`config.mk`:
```
export PLATFORM = sky130hd
export DESIGN_NAME = collision_scanner
export DESIGN_NICKNAME = d
export VERILOG_FILES = /design/src/rtl/game_pkg.sv /design/src/rtl/hit_test.sv /design/src/rtl/collision_scanner.sv
export SDC_FILE = /design/constraint.sdc
export NUM_CORES = 1
export LEC_CHECK = 0
export ABC_AREA = 0
export CAP_MARGIN = 20
export CORE_AREA = 4 4 503 505
export DETAILED_ROUTE_END_ITERATION = 8
export DIE_AREA = 0 0 507 509
export PLACE_DENSITY_LB_ADDON = 0.05
export SYNTH_ARGS = -nofsm -noshare
export SYNTH_HDL_FRONTEND = slang
export SYNTH_SLANG_ARGS = --single-unit
```
`constraint.sdc`:
```
create_clock -name i_Clk -period 13.1 [get_ports i_Clk]
set_clock_uncertainty 0.05 [all_clocks]
set_input_delay 1.965 -clock i_Clk [delete_from_list [all_inputs] [get_ports i_Clk]]
set_output_delay 1.965 -clock i_Clk [all_outputs]
set_load 0.02 [all_outputs]
```
`src/rtl/game_pkg.sv`:
```
// game_pkg: shared slot counts, position field layout, hit-box geometry and scanner FSM states.
package game_pkg;
  localparam int DEF_MAX_ENEMY = 15;
  localparam int DEF_MAX_ENEMY_BULLET = 31;
  localparam int DEF_MAX_PLAYER_BULLET = 15;
  localparam int DEF_HIT_W = 16;
  localparam int DEF_HIT_H = 16;
  localparam int DEF_PLAYER_Y = 440;
  localparam int POS_W = 19;
  localparam int X_W = 10;
  localparam int Y_W = 9;
  localparam int X_LSB = 9;
  localparam int Y_LSB = 0;
  typedef enum logic [1:0] {IDLE, SCAN_PB, SCAN_EB, DONE} state_e;
endpackage

```
`src/rtl/hit_test.sv`:
```
// hit_test: combinational box overlap of two {x,y} points using 11-bit signed differences.
module hit_test import game_pkg::*; #(
  parameter int HIT_W = DEF_HIT_W,
  parameter int HIT_H = DEF_HIT_H
) (
  input  logic [POS_W-1:0] a_i,
  input  logic [POS_W-1:0] b_i,
  output logic             hit_o
);
  logic signed [10:0] dx, dy;
  logic [10:0] ax, ay;
  always_comb begin
    dx = $signed({1'b0, a_i[X_LSB +: X_W]}) - $signed({1'b0, b_i[X_LSB +: X_W]});
    dy = $signed({2'b0, a_i[Y_LSB +: Y_W]}) - $signed({2'b0, b_i[Y_LSB +: Y_W]});
    ax = dx[10] ? -dx : dx;
    ay = dy[10] ? -dy : dy;
    hit_o = (ax < 11'(HIT_W)) && (ay < 11'(HIT_H));
  end
endmodule

```
`src/rtl/collision_scanner.sv`:
```
// collision_scanner: per-frame sequential collision scan, one pair per cycle through a shared hit_test.
// Optional enemy kill counter enabled by defining COLLISION_KILL_COUNT_EN.
module collision_scanner import game_pkg::*; #(
  parameter int MAX_ENEMY         = DEF_MAX_ENEMY,
  parameter int MAX_ENEMY_BULLET  = DEF_MAX_ENEMY_BULLET,
  parameter int MAX_PLAYER_BULLET = DEF_MAX_PLAYER_BULLET,
  parameter int HIT_W             = DEF_HIT_W,
  parameter int HIT_H             = DEF_HIT_H,
  parameter int PLAYER_Y          = DEF_PLAYER_Y
) (
  input  logic                                i_Clk,
  input  logic                                i_Rst,
  input  logic                                i_Start,
  input  logic [MAX_ENEMY-1:0]                i_EnemyState,
  input  logic [MAX_ENEMY_BULLET-1:0]         i_EnemyBulletState,
  input  logic [MAX_PLAYER_BULLET-1:0]        i_PlayerBulletState,
  input  logic                                i_PlayerState,
  input  logic [POS_W*MAX_ENEMY-1:0]          i_EnemyPosition,
  input  logic [POS_W*MAX_ENEMY_BULLET-1:0]   i_EnemyBulletPosition,
  input  logic [POS_W*MAX_PLAYER_BULLET-1:0]  i_PlayerBulletPosition,
  input  logic [X_W-1:0]                      i_PlayerPosition,
  output logic [MAX_ENEMY-1:0]                o_EnemyHit,
  output logic [MAX_ENEMY_BULLET-1:0]         o_EnemyBulletHit,
  output logic [MAX_PLAYER_BULLET-1:0]        o_PlayerBulletHit,
  output logic                                o_PlayerHit,
  output logic                                o_Busy,
  output logic                                o_Done,
  output logic [7:0]                          o_KillCount
);
  localparam int PW = $clog2(MAX_PLAYER_BULLET + 1);
  localparam int EW = $clog2(MAX_ENEMY + 1);
  localparam int BW = $clog2(MAX_ENEMY_BULLET + 1);
  localparam logic [PW-1:0] P_LAST = PW'(MAX_PLAYER_BULLET - 1);
  localparam logic [EW-1:0] E_LAST = EW'(MAX_ENEMY - 1);
  localparam logic [BW-1:0] B_LAST = BW'(MAX_ENEMY_BULLET - 1);
  state_e state_q, state_d;
  logic [PW-1:0] p_q, p_d;
  logic [EW-1:0] e_q, e_d;
  logic [BW-1:0] b_q, b_d;
  logic [MAX_ENEMY-1:0] en_act_q, en_act_d, enh_q, enh_d;
  logic [MAX_ENEMY_BULLET-1:0] eb_act_q, eb_act_d, ebh_q, ebh_d;
  logic [MAX_PLAYER_BULLET-1:0] pb_act_q, pb_act_d, pbh_q, pbh_d;
  logic pl_act_q, pl_act_d, plh_q, plh_d;
  logic [POS_W-1:0] a_pos, b_pos;
  logic hit, pb_hit, eb_hit;
  hit_test #(.HIT_W(HIT_W), .HIT_H(HIT_H)) u_hit (.a_i(a_pos), .b_i(b_pos), .hit_o(hit));
  always_comb begin
    a_pos = (state_q == SCAN_EB) ? i_EnemyBulletPosition[POS_W*b_q +: POS_W]
                                 : i_PlayerBulletPosition[POS_W*p_q +: POS_W];
    b_pos = (state_q == SCAN_EB) ? {i_PlayerPosition, Y_W'(PLAYER_Y)}
                                 : i_EnemyPosition[POS_W*e_q +: POS_W];
    // a bullet or enemy already consumed this scan cannot score again
    pb_hit = (state_q == SCAN_PB) && pb_act_q[p_q] && en_act_q[e_q] && !pbh_q[p_q] && !enh_q[e_q] && hit;
    eb_hit = (state_q == SCAN_EB) && eb_act_q[b_q] && pl_act_q && hit;
  end
  always_comb begin
    state_d = state_q;
    p_d = p_q;
    e_d = e_q;
    b_d = b_q;
    en_act_d = en_act_q;
    eb_act_d = eb_act_q;
    pb_act_d = pb_act_q;
    pl_act_d = pl_act_q;
    enh_d = enh_q;
    ebh_d = ebh_q;
    pbh_d = pbh_q;
    plh_d = plh_q;
    case (state_q)
      IDLE: if (i_Start) begin
        en_act_d = i_EnemyState;
        eb_act_d = i_EnemyBulletState;
        pb_act_d = i_PlayerBulletState;
        pl_act_d = i_PlayerState;
        enh_d = '0;
        ebh_d = '0;
        pbh_d = '0;
        plh_d = 1'b0;
        p_d = '0;
        e_d = '0;
        b_d = '0;
        state_d = SCAN_PB;
      end
      SCAN_PB: begin
        if (pb_hit) begin
          pbh_d[p_q] = 1'b1;
          enh_d[e_q] = 1'b1;
        end
        e_d = (e_q == E_LAST) ? '0 : e_q + 1'b1;
        p_d = (e_q == E_LAST && p_q != P_LAST) ? p_q + 1'b1 : p_q;
        b_d = '0;
        state_d = (e_q == E_LAST && p_q == P_LAST) ? SCAN_EB : SCAN_PB;
      end
      SCAN_EB: begin
        if (eb_hit) begin
          ebh_d[b_q] = 1'b1;
          plh_d = 1'b1;
        end
        b_d = (b_q == B_LAST) ? b_q : b_q + 1'b1;
        state_d = (b_q == B_LAST) ? DONE : SCAN_EB;
      end
      default: state_d = IDLE;
    endcase
  end
  always_ff @(posedge i_Clk) begin
    if (i_Rst) begin
      state_q <= IDLE;
      p_q <= '0;
      e_q <= '0;
      b_q <= '0;
      en_act_q <= '0;
      eb_act_q <= '0;
      pb_act_q <= '0;
      pl_act_q <= 1'b0;
      enh_q <= '0;
      ebh_q <= '0;
      pbh_q <= '0;
      plh_q <= 1'b0;
    end else begin
      state_q <= state_d;
      p_q <= p_d;
      e_q <= e_d;
      b_q <= b_d;
      en_act_q <= en_act_d;
      eb_act_q <= eb_act_d;
      pb_act_q <= pb_act_d;
      pl_act_q <= pl_act_d;
      enh_q <= enh_d;
      ebh_q <= ebh_d;
      pbh_q <= pbh_d;
      plh_q <= plh_d;
    end
  end
  assign o_EnemyHit = enh_q;
  assign o_EnemyBulletHit = ebh_q;
  assign o_PlayerBulletHit = pbh_q;
  assign o_PlayerHit = plh_q;
  assign o_Busy = (state_q != IDLE);
  assign o_Done = (state_q == DONE);
`ifdef COLLISION_KILL_COUNT_EN
  logic [7:0] kill_q, kill_d;
  assign kill_d = (pb_hit && kill_q != 8'hff) ? kill_q + 8'd1 : kill_q;
  always_ff @(posedge i_Clk) kill_q <= i_Rst ? 8'd0 : kill_d;
  assign o_KillCount = kill_q;
`else
  assign o_KillCount = 8'd0;
`endif
endmodule

```
======== After elaboration in Yosys (flattened, before gate mapping) ========
Cells that the tools add are included.
cells by class
  shifts and indexed selects .............. 3
  bitwise logic cells ..................... 3
  muxes and demuxes ....................... 43
  equality and inequality tests ........... 12
  multipliers ............................. 3
  add/subtract/negate cells ............... 7
  reductions and logical operators ........ 27
  div/mod/pow operators ................... 0
  $lt $le $gt $ge ......................... 8
operator list
  cell                                                                    number
  589-bit by 11-bit variable part select with 19-bit output               1
  285-bit by 10-bit variable part select with 19-bit output               2
  31-bit 2-to-1 mux                                                       2
  31-bit case mux with 2 select lines                                     1
  15-bit case mux with 2 select lines                                     2
  15-bit 2-to-1 mux                                                       3
  19-bit 2-to-1 mux                                                       2
  31-bit bitwise OR                                                       1
  15-bit bitwise OR                                                       2
  11-bit by 5-bit < comparator with 1-bit output (second input constant)  2
  11-bit 2-to-1 mux                                                       2
  11-bit negation                                                         2
  5-bit by 4-bit multiplier with 9-bit output (first input constant)      2
  1-bit binary-select mux with 4-bit select                               4
  4-bit case mux with 2 select lines                                      2
  5-bit case mux with 3 select lines                                      1
  1-bit logical AND                                                       14
  4-bit 2-to-1 mux                                                        3
  3-bit AND reduction                                                     4
  1-bit 2-to-1 mux                                                        11
  10-bit by 10-bit subtractor with 11-bit output                          1
  4-bit by 5-bit < comparator with 1-bit output (second input constant)   2
  5-bit by 5-bit multiplier with 10-bit output (first input constant)     1
  5-bit 2-to-1 mux                                                        2
  24 further kinds                                                        37
storage, ports and cells
  memory bits (writable) .................. 0
  latch bits .............................. 0
  bits in registers ....................... 139
  memories ................................ 0
  memory bits (read-only) ................. 0

======== Depth between registers and ports, before layout ========
Gate-level depths: netlist of the first run.
  depth after elaboration ................. 11
  gate-level depth with buffers ........... 23
  mapped depth without buffers ............ 18

======== Modules after synthesis ========
Synthesis of the first run repeated with hierarchy kept, for this count alone.
second synthesis, totals
  cells, all modules ...................... 1632
  area, all modules ....................... 16369.4 um^2
modules (own cells, without submodules)
  module             cells an instance  area an instance (um^2)  times used
  collision_scanner  1485               15318.4                  1
  hit_test           147                1051.0                   1

======== Worst setup path before layout of the first run ========
OpenSTA, ideal clock, no wires.
  kind .................................... in2reg
  start point ............................. input i_EnemyPosition[142]
  end point ............................... register ebh_q[29], in the netlist o_EnemyBulletHit[29]
  data arrival time ....................... 5.753 ns
  setup slack ............................. 7.201 ns
  setup time .............................. 0.096 ns
  cell stages on the path ................. 15
  path through ............................ mux4_2 -> mux4_2 -> nand2_1 -> nand2_1 -> ha_1 -> fa_1 -> nor2b_1 -> o31a_1 -> a2111oi_0 -> a211o_1 -> or4_4 -> a2111oi_2 -> nand3_1 -> buf_2 -> o41ai_2
on the way
  longest elaborated chain between the ends .. 10
  elaborated cells on any way between the ends .. 14
  those cells by class .................... add/sub: 4; order compare: 2; eq/ne: 1; shift: 1; mux: 3; reduce/logical: 3
ends and longest elaborated chain
  what                                                                                                            line                            source
  from (decl)                                                                                                     collision_scanner.sv:18         input logic [POS_W*MAX_ENEMY-1:0] i_EnemyPosition,
  285-bit by 10-bit variable part select with 19-bit output *                                                     collision_scanner.sv:51         : i_EnemyPosition[POS_W*e_q +: POS_W];
  19-bit 2-to-1 mux *                                                                                             collision_scanner.sv:50         b_pos = (state_q == SCAN_EB) ? {i_PlayerPosition, Y_W'(PLAYER_Y)}
  10-bit by 10-bit subtractor with 11-bit output or 9-bit by 9-bit subtractor with 10-bit output (tied branches)  hit_test.sv:13, hit_test.sv:14
  11-bit negation, on equally long branches                                                                       hit_test.sv:15, hit_test.sv:16
  11-bit 2-to-1 mux, on equally long branches                                                                     hit_test.sv:15, hit_test.sv:16
  11-bit by 5-bit < comparator with 1-bit output                                                                  hit_test.sv:17                  hit_o = (ax < 11'(HIT_W)) && (ay < 11'(HIT_H));
  1-bit logical AND *                                                                                             hit_test.sv:17
  1-bit logical AND *                                                                                             collision_scanner.sv:54         eb_hit = (state_q == SCAN_EB) && eb_act_q[b_q] && pl_act_q && hit;
  2-bit inequality test (no source line) *                                                                        --
  3-bit AND reduction (no source line) *                                                                          --
  to (signal assigned)                                                                                            collision_scanner.sv:129        ebh_q <= ebh_d;
  to (decl)                                                                                                       collision_scanner.sv:41         logic [MAX_ENEMY_BULLET-1:0] eb_act_q, eb_act_d, ebh_q, ebh_d;
Every way passes the cells marked *; elsewhere a longest branch is shown, timed or not.
A chain may end at the register's enable or synchronous reset.

======== Worst setup path after layout of the first run ========
  start point ............................. input i_EnemyBulletPosition[305]
  end point ............................... register ebh_q[28], in the netlist o_EnemyBulletHit[28]
on the way
  longest elaborated chain between the ends .. 10
  elaborated cells on any way between the ends .. 14
  those cells by class .................... add/sub: 4; order compare: 2; eq/ne: 1; shift: 1; mux: 3; reduce/logical: 3
ends and longest elaborated chain
  what                                                                                                            line                            source
  from (decl)                                                                                                     collision_scanner.sv:19         input logic [POS_W*MAX_ENEMY_BULLET-1:0] i_EnemyBulletPosition,
  589-bit by 11-bit variable part select with 19-bit output *                                                     collision_scanner.sv:48         a_pos = (state_q == SCAN_EB) ? i_EnemyBulletPosition[POS_W*b_q +: POS_W]
  19-bit 2-to-1 mux *                                                                                             collision_scanner.sv:48
  10-bit by 10-bit subtractor with 11-bit output or 9-bit by 9-bit subtractor with 10-bit output (tied branches)  hit_test.sv:13, hit_test.sv:14
  11-bit negation, on equally long branches                                                                       hit_test.sv:15, hit_test.sv:16
  11-bit 2-to-1 mux, on equally long branches                                                                     hit_test.sv:15, hit_test.sv:16
  11-bit by 5-bit < comparator with 1-bit output                                                                  hit_test.sv:17
  1-bit logical AND *                                                                                             hit_test.sv:17
  1-bit logical AND *                                                                                             collision_scanner.sv:54
  2-bit inequality test (no source line) *                                                                        --
  3-bit AND reduction (no source line) *                                                                          --
Marks and branches as above.

==> results of run 1 <==
worst min path at each step:
| stage | depth (start not counted) | startpoint | slack, ps | endpoint |
|---|---|---|---|---|
| floorplan | 2 | pb_act_q[0] | 380 | pb_act_q[0] |
| global placement | 2 | o_EnemyBulletHit[2] | 390 | o_EnemyBulletHit[2] |
| detailed placement | 2 | o_EnemyBulletHit[23] | 390 | o_EnemyBulletHit[23] |
| CTS | 2 | o_EnemyBulletHit[23] | 400 | o_EnemyBulletHit[23] |
| global route | 2 | o_EnemyBulletHit[21] | 410 | o_EnemyBulletHit[21] |
| finish | 2 | o_EnemyBulletHit[23] | 390 | o_EnemyBulletHit[23] |
power groups by stage:
stage	Combinational [uW]	Clock, uW	Sequential [uW]
finish	874	532	454
global route	942	579	458
CTS	905	566	456
detailed placement	900	0	466
global placement	908	0	466
floorplan	335	0	451
registers in the layout (all words and copies together), names as in the netlist:
register,flops
b_q,5
o_EnemyBulletHit,31
e_q,4
pb_act_q,15
o_PlayerBulletHit,15
p_q,4
o_EnemyHit,15
o_PlayerHit,1
pl_act_q,1
state_q,2
eb_act_q,31
en_act_q,15
kinds of logic (layout without fill, tap and decap cells):
group           after synthesis  count (layout)
mux                         412             412
simple gates                526             526
xor+xnor                      9               9
buf+inv                     207            1397
fa+ha+maj                    29              29
compound gates              344             344
flops                       139             139
other cells                   1              41
through the flow:
stage / worst slack, ps / power [uW]
6_report: 5400 / 1860
5_1_grt: 4930 / 1980
4_1_cts: 5150 / 1930
3_5_place_dp: 4630 / 1370
3_3_place_gp: 4650 / 1370
2_1_floorplan: 7200 / 786
cell type report:
type | instances | area [um2]
clock buffer | 21 | 470
timing repair buffer | 1333 | 13300
clock inverter | 11 | 143
antenna | 33 | 82.6
fill | 28200 | 214000
tap | 3330 | 4170
sequential | 139 | 2820
inverter | 32 | 120
multi-input combinational | 1328 | 13000
worst max-delay path, stage by stage:
cell             delay (ps)
clkdlybuf4s50_1         440
mux4_2                  550
mux4_2                  510
mux2i_1                 470
o21a_1                  240
inv_1                    60
ha_1                    270
nor2b_1                 170
o31ai_2                 480
nand2_1                 200
a221o_1                 400
or3_1                   420
o32ai_1                 500
nand3_2                 770
o41ai_1                 520
Yosys cell counts (all sizes together), types with 9 or more instances:
| cell | instances | area, um2 |
|---|---|---|
| nor3b | 9 | 67.6 |
| nor3 | 12 | 60.1 |
| nand3b | 9 | 67.6 |
| nor2b | 18 | 113 |
| a211oi | 11 | 82.6 |
| nor2 | 68 | 255 |
| dfxtp | 139 | 2780 |
| mux4 | 318 | 7160 |
| ha | 27 | 338 |
| nand2 | 347 | 1300 |
| inv | 32 | 120 |
| o21ai | 145 | 726 |
| nand2b | 13 | 81.3 |
| nand3 | 24 | 120 |
| o22ai | 15 | 93.8 |
| buf | 70 | 328 |
| a21oi | 95 | 475 |
| clkbuf | 105 | 394 |
| mux2i | 86 | 861 |
per-layer routing:
layer	global-route usage (%)	wire length [um]	vias up
met5	0	554	-
met3	4.69	13800	211
met4	0.716	1330	84
met1	14.9	69200	9812
met2	26.1	98500	889
li1	-	-	8893
==> flow_metrics.py, run 1 <==
metrics = {
    "route": {
        "drc": 0,
        "routedWlPerCell_um": 29.4,
        "drt_iter0_markers": 903,
        "wirelength_um": 183000,
        "ant_nets": 0,
        "viasPerCell": 3.19,
        "dr_total_vias": 19900,
        "dr.pass1.iters": 7,
    },
    "cells_and_area": {
        "instances_no_fill": 6227,
        "layout_commonest_cell": "clkdlybuf4s50_1",
        "mostFrequentLayoutCells": "1296 x clkdlybuf4s50_1, 346 x nand2_1, 318 x mux4_2, 126 x dfxtp_1, 101 x o21ai_0",
        "drive_above_1_share_pct": 14.9,
        "syn_to_final_growth_pct": 106,
        "nNetsFinal": 4114,
        "fin_util_pct": 13.7,
        "design_area_um2": 34000,
    },
    "timing": {
        "holdWs_ps": 393,
        "fin_crit_ps": 7700,
        "fmax_ghz": 0.130,
        "tns_ps": 0,
        "fin_crit_sh_pct": 58.8,
        "worst_pin_slew_ps": 997,
        "finalHoldViolCount": 0,
        "drv_slew": 0,
        "rsz0062_at_grt": "no",
        "finalSetupViolations": 0,
        "maxSlewHeadroom_pct": 33.6,
    },
    "critical_path": {
        "reg2reg_setup_slack_ps": 5560,
        "startpoint_type": "primary input",
        "crit_path_end": "o_EnemyBulletHit[28]",
        "crit_fanout": 31,
        "cp.arrival_ps": 8000,
        "crit_start": "i_EnemyBulletPosition[305]",
        "worst-setup-path-type": "in2reg",
        "r2r_start": "b_q[1]",
        "r2r_cells": 16,
        "end_kind": "flip-flop",
        "r2r_end": "o_EnemyBulletHit[28]",
        "required_ps": 13410,
    },
    "placement": {
        "numPortBuffers": 1297,
        "dp_hpwl_um": 160000,
        "dpl-instance-area_um2": 33300,
        "place.gp.congestion": 0.751,
        "placed_cells": 6162,
    },
    "logic_synthesis": {
        "ys_ff_latch": 139,
        "synth_edf_count": 0,
        "postSynth.asyncResetShare_pct": 0,
        "synth_mux_area_share_pct": 49.2,
        "yosys.area_share.simple_pct": 13.6,
        "seq_area_frac_synth_pct": 16.9,
        "synth_compound_area_share_pct": 12.5,
        "synth_top_family_by_area": "multiplexers",
        "avgSynthCellArea_um2": 9.90,
        "synth_cell_types": 71,
        "syn-instance-count": 1667,
        "yosysWarnings": 0,
        "synth_fa_ha_area_share_pct": 2.29,
        "syn_area_um2": 16500,
        "ys.flop_type": "dfxtp_1",
        "synth_xor_area_share_pct": 0.478,
    },
    "power_and_ir_drop": {
        "power_density_nw_per_um2": 54.7,
        "switching_power_uw": 585,
        "p_int_uw": 1280,
        "power_frac_seq_pct": 24.4,
        "clkPwrFrac_pct": 28.6,
        "ir_drop_uv": 97.5,
        "power_frac_comb_pct": 47.0,
        "leakagePower_uw": 0.0102,
        "p_sw_share_pct": 31.5,
    },
    "clock_tree": {
        "clkTransAtPathRegs_ps": 70,
        "cts-resized-gates": 0,
        "clockBufferDepth": 2,
        "cts_tree": "built",
        "cts-root-buf": "clkbuf_16",
        "cts-hold-fix-buffers": 0,
        "cts_made_buffers": 17,
        "clock-sinks": 139,
        "clk_latency_ps": 480,
        "cts_post_setup_buffers_inserted": 0,
        "htreeDepth": 4,
    },
    "floorplan": {
        "ioPinCount": 1306,
        "die_area_um2": 258000,
        "core_area_um2": 248000,
        "start_util_pct": 6.65,
        "rows": 183,
        "dieHeight_um": 509,
        "die_x_um": 507,
    },
    "global_route": {
        "antenna_found_initial": 147,
        "grt.overflow.total": 0,
        "grt_start_max_net_pins": 90,
        "grt_use_total_pct": 13.6,
        "grt_pass1_vias": 21800,
        "grt_pass1_wl_um": 232000,
    },
    "outcome": {
        "status": "finished clean",
    },
    "job": {
        "maxCapViolCount": 0,
    },
    "min_path": {
        "min_path_type": "reg2reg",
    },
}
Power figures use the tool's default switching activity.
==> run 2: changes to the inputs <==
CORE_AREA = 4 4 502 504   (was 4 4 503 505)
DIE_AREA = 0 0 506 508   (was 0 0 507 509)
clock period = 7.8 ns   (was 13.1 ns; I/O delays follow)
==> run 2 against run 1 <==
  * Combinational power up 68%
  * Non-clock buffer count up 27
  * Clock-buffer cell count up 3
  * Cell area up 0.83%
  * Flip-flop and latch count unchanged
  * Critical path depth up 2
  * Worst hold slack better by 4.9 ps
  * First-iteration DRC count down 18%
  * Sequential share of layout area down 0.069 points
  * Global-route usage about the same
  * Sequential power up 68%
  * Largest cell class unchanged
==> flow_metrics.py, run 2 (synthesis gave the netlist of run 1 again) <==
metrics = {
    "critical_path": {
        "end_kind": "flip-flop",
        "critPathTopFamily": "compound AO/OA/AOI/OAI gates",
        "cp_slowest_stage_delay_ps": 690,
        "slowest_stage": "dfxtp_4",
        "r2r_cells": 17,
        "worstPathCellList": "buf_4 -> mux4_2 -> mux4_2 -> mux2i_1 -> buf_4 -> nor2_1 -> a21oi_1 -> ha_1 -> nor2b_1 -> o31ai_2 -> nand2_1 -> a221o_1 -> or3_1 -> o32ai_1 -> nand3_2 -> buf_4 -> o41ai_1",
        "cp.arrival_ps": 6570,
        "crit_fanout": 31,
        "path_common_cell": "buf_4",
        "reg2reg_setup_slack_ps": 1530,
        "r2r_start": "b_q[0]",
        "path_buf_inv": 3,
        "startpoint_type": "flip-flop",
        "worst-setup-path-type": "reg2reg",
        "required_ps": 8100,
        "r2r_end": "o_EnemyBulletHit[28]",
    },
    "route": {
        "dr.pass1.iters": 5,
        "drt_iter0_markers": 736,
        "routedWlPerCell_um": 29.3,
        "wirelength_um": 183000,
        "dr_total_vias": 19800,
        "drc": 0,
        "viasPerCell": 3.17,
        "ant_nets": 0,
    },
    "floorplan": {
        "die_x_um": 506,
        "start_util_pct": 6.66,
        "die_area_um2": 257000,
        "rows": 183,
        "core_area_um2": 248000,
        "dieHeight_um": 508,
        "ioPinCount": 1306,
    },
    "timing": {
        "fin_crit_sh_pct": 80.4,
        "finalHoldViolCount": 0,
        "maxSlewHeadroom_pct": 31.6,
        "fin_crit_ps": 6270,
        "worst_pin_slew_ps": 1020,
        "rsz0062_at_grt": "no",
        "layout_setup_ws_ps": 1530,
        "fmax_ghz": 0.159,
        "finalSetupViolations": 0,
        "drv_slew": 0,
        "tns_ps": 0,
    },
    "job": {
        "maxCapViolCount": 0,
    },
    "min_path": {
        "hold_start": "o_EnemyBulletHit[6]",
        "hold_depth": 2,
        "min_path_type": "reg2reg",
        "hold_end": "o_EnemyBulletHit[6]",
    },
    "cells_and_area": {
        "layout_commonest_cell": "clkdlybuf4s50_1",
        "fin_util_pct": 13.8,
        "syn_to_final_growth_pct": 108,
        "nNetsFinal": 4141,
        "multi_input_area_um2": 13000,
        "mostFrequentLayoutCells": "1296 x clkdlybuf4s50_1, 346 x nand2_1, 318 x mux4_2, 126 x dfxtp_1, 101 x o21ai_0",
        "drive_above_1_share_pct": 15.6,
        "regArea_um2": 2820,
        "n_fill_cell": 28200,
    },
    "placement": {
        "dp_hpwl_um": 162000,
        "place.gp.congestion": 0.755,
        "preCtsSetupSlack_ps": 928,
        "numPortBuffers": 1297,
    },
    "global_route": {
        "grt_start_max_net_pins": 64,
        "grt_pass1_vias": 22200,
        "grt_use_total_pct": 13.6,
        "grt.overflow.total": 0,
        "antenna_found_initial": 124,
        "grt_pass1_wl_um": 233000,
    },
    "clock_tree": {
        "cts_made_buffers": 17,
        "cts-root-buf": "clkbuf_16",
        "htreeDepth": 4,
        "cts-hold-fix-buffers": 0,
        "clock-sinks": 139,
        "clockBufferDepth": 2,
        "clk_latency_ps": 450,
        "cts_tree": "built",
        "cts-resized-gates": 0,
        "cts_post_setup_buffers_inserted": 0,
        "clkTransAtPathRegs_ps": 70,
    },
    "power_and_ir_drop": {
        "power_density_nw_per_um2": 92.2,
        "p_total_uw": 3160,
        "leakagePower_uw": 0.0104,
        "ir_drop_uv": 141,
    },
    "outcome": {
        "status": "finished clean",
    },
}
run 2: cell types whose count changed in the layout (fill, tap and decap cells not counted), sizes merged:
cell,change
clkinvlp,-1
diode,-11
clkbuf,+4
buf,+26
clkinv,-2
run 2: final cells by class:
class / count / area share [%]
inverter: 32 / 0.350
clock buffer: 24 / 1.50
multi-input combinational: 1328 / 37.8
timing repair buffer: 1360 / 39.5
sequential: 139 / 8.22
clock inverter: 8 / 0.376
tap: 3330 / 12.1
antenna: 22 / 0.160
run 2: per-stage QoR:
step,cells,hold WS (ps),instance area (um2)
after detailed placement,6188,395,33600
after CTS,6220,405,34200
after global routing,6223,415,34300
after global placement,6187,387,33600
after floorplan,1674,382,16500
final,6243,398,34300
run 2: how the worst max path moves through the flow:
| stage | startpoint | endpoint | depth (start not counted) |
|---|---|---|---|
| after CTS | b_q[0] | o_EnemyBulletHit[28] | 17 |
| final | b_q[0] | o_EnemyBulletHit[28] | 17 |
| after floorplan | e_q[0] | o_EnemyBulletHit[29] | 18 |
| after detailed placement | i_EnemyBulletPosition[152] | o_EnemyBulletHit[28] | 17 |
| after global placement | i_EnemyBulletPosition[152] | o_EnemyBulletHit[28] | 17 |
| after global routing | b_q[0] | o_EnemyBulletHit[28] | 17 |
run 2: report_power, final:
group | switching [uW] | leakage (uW) | internal, uW
sequential | 34.5 | 0.00114 | 730
combinational | 579 | 0.00892 | 895
clock | 367 | 0.000312 | 559
run 2: worst min-delay path, delay by kind of cell (launching register included):
| family | cells | cell delay (ps) |
|---|---|---|
| AND/OR/NAND/NOR | 1 | 50 |
| AO/OA/AOI/OAI | 1 | 50 |
| flip-flops | 1 | 310 |
run 2: per-layer routing:
layer  GRT usage [%]  part of all wire (%)
met1            15.3                    39
met2            26.3                    54
met3            3.98                   6.7
met4           0.599                  0.52
met5               0                  0.24
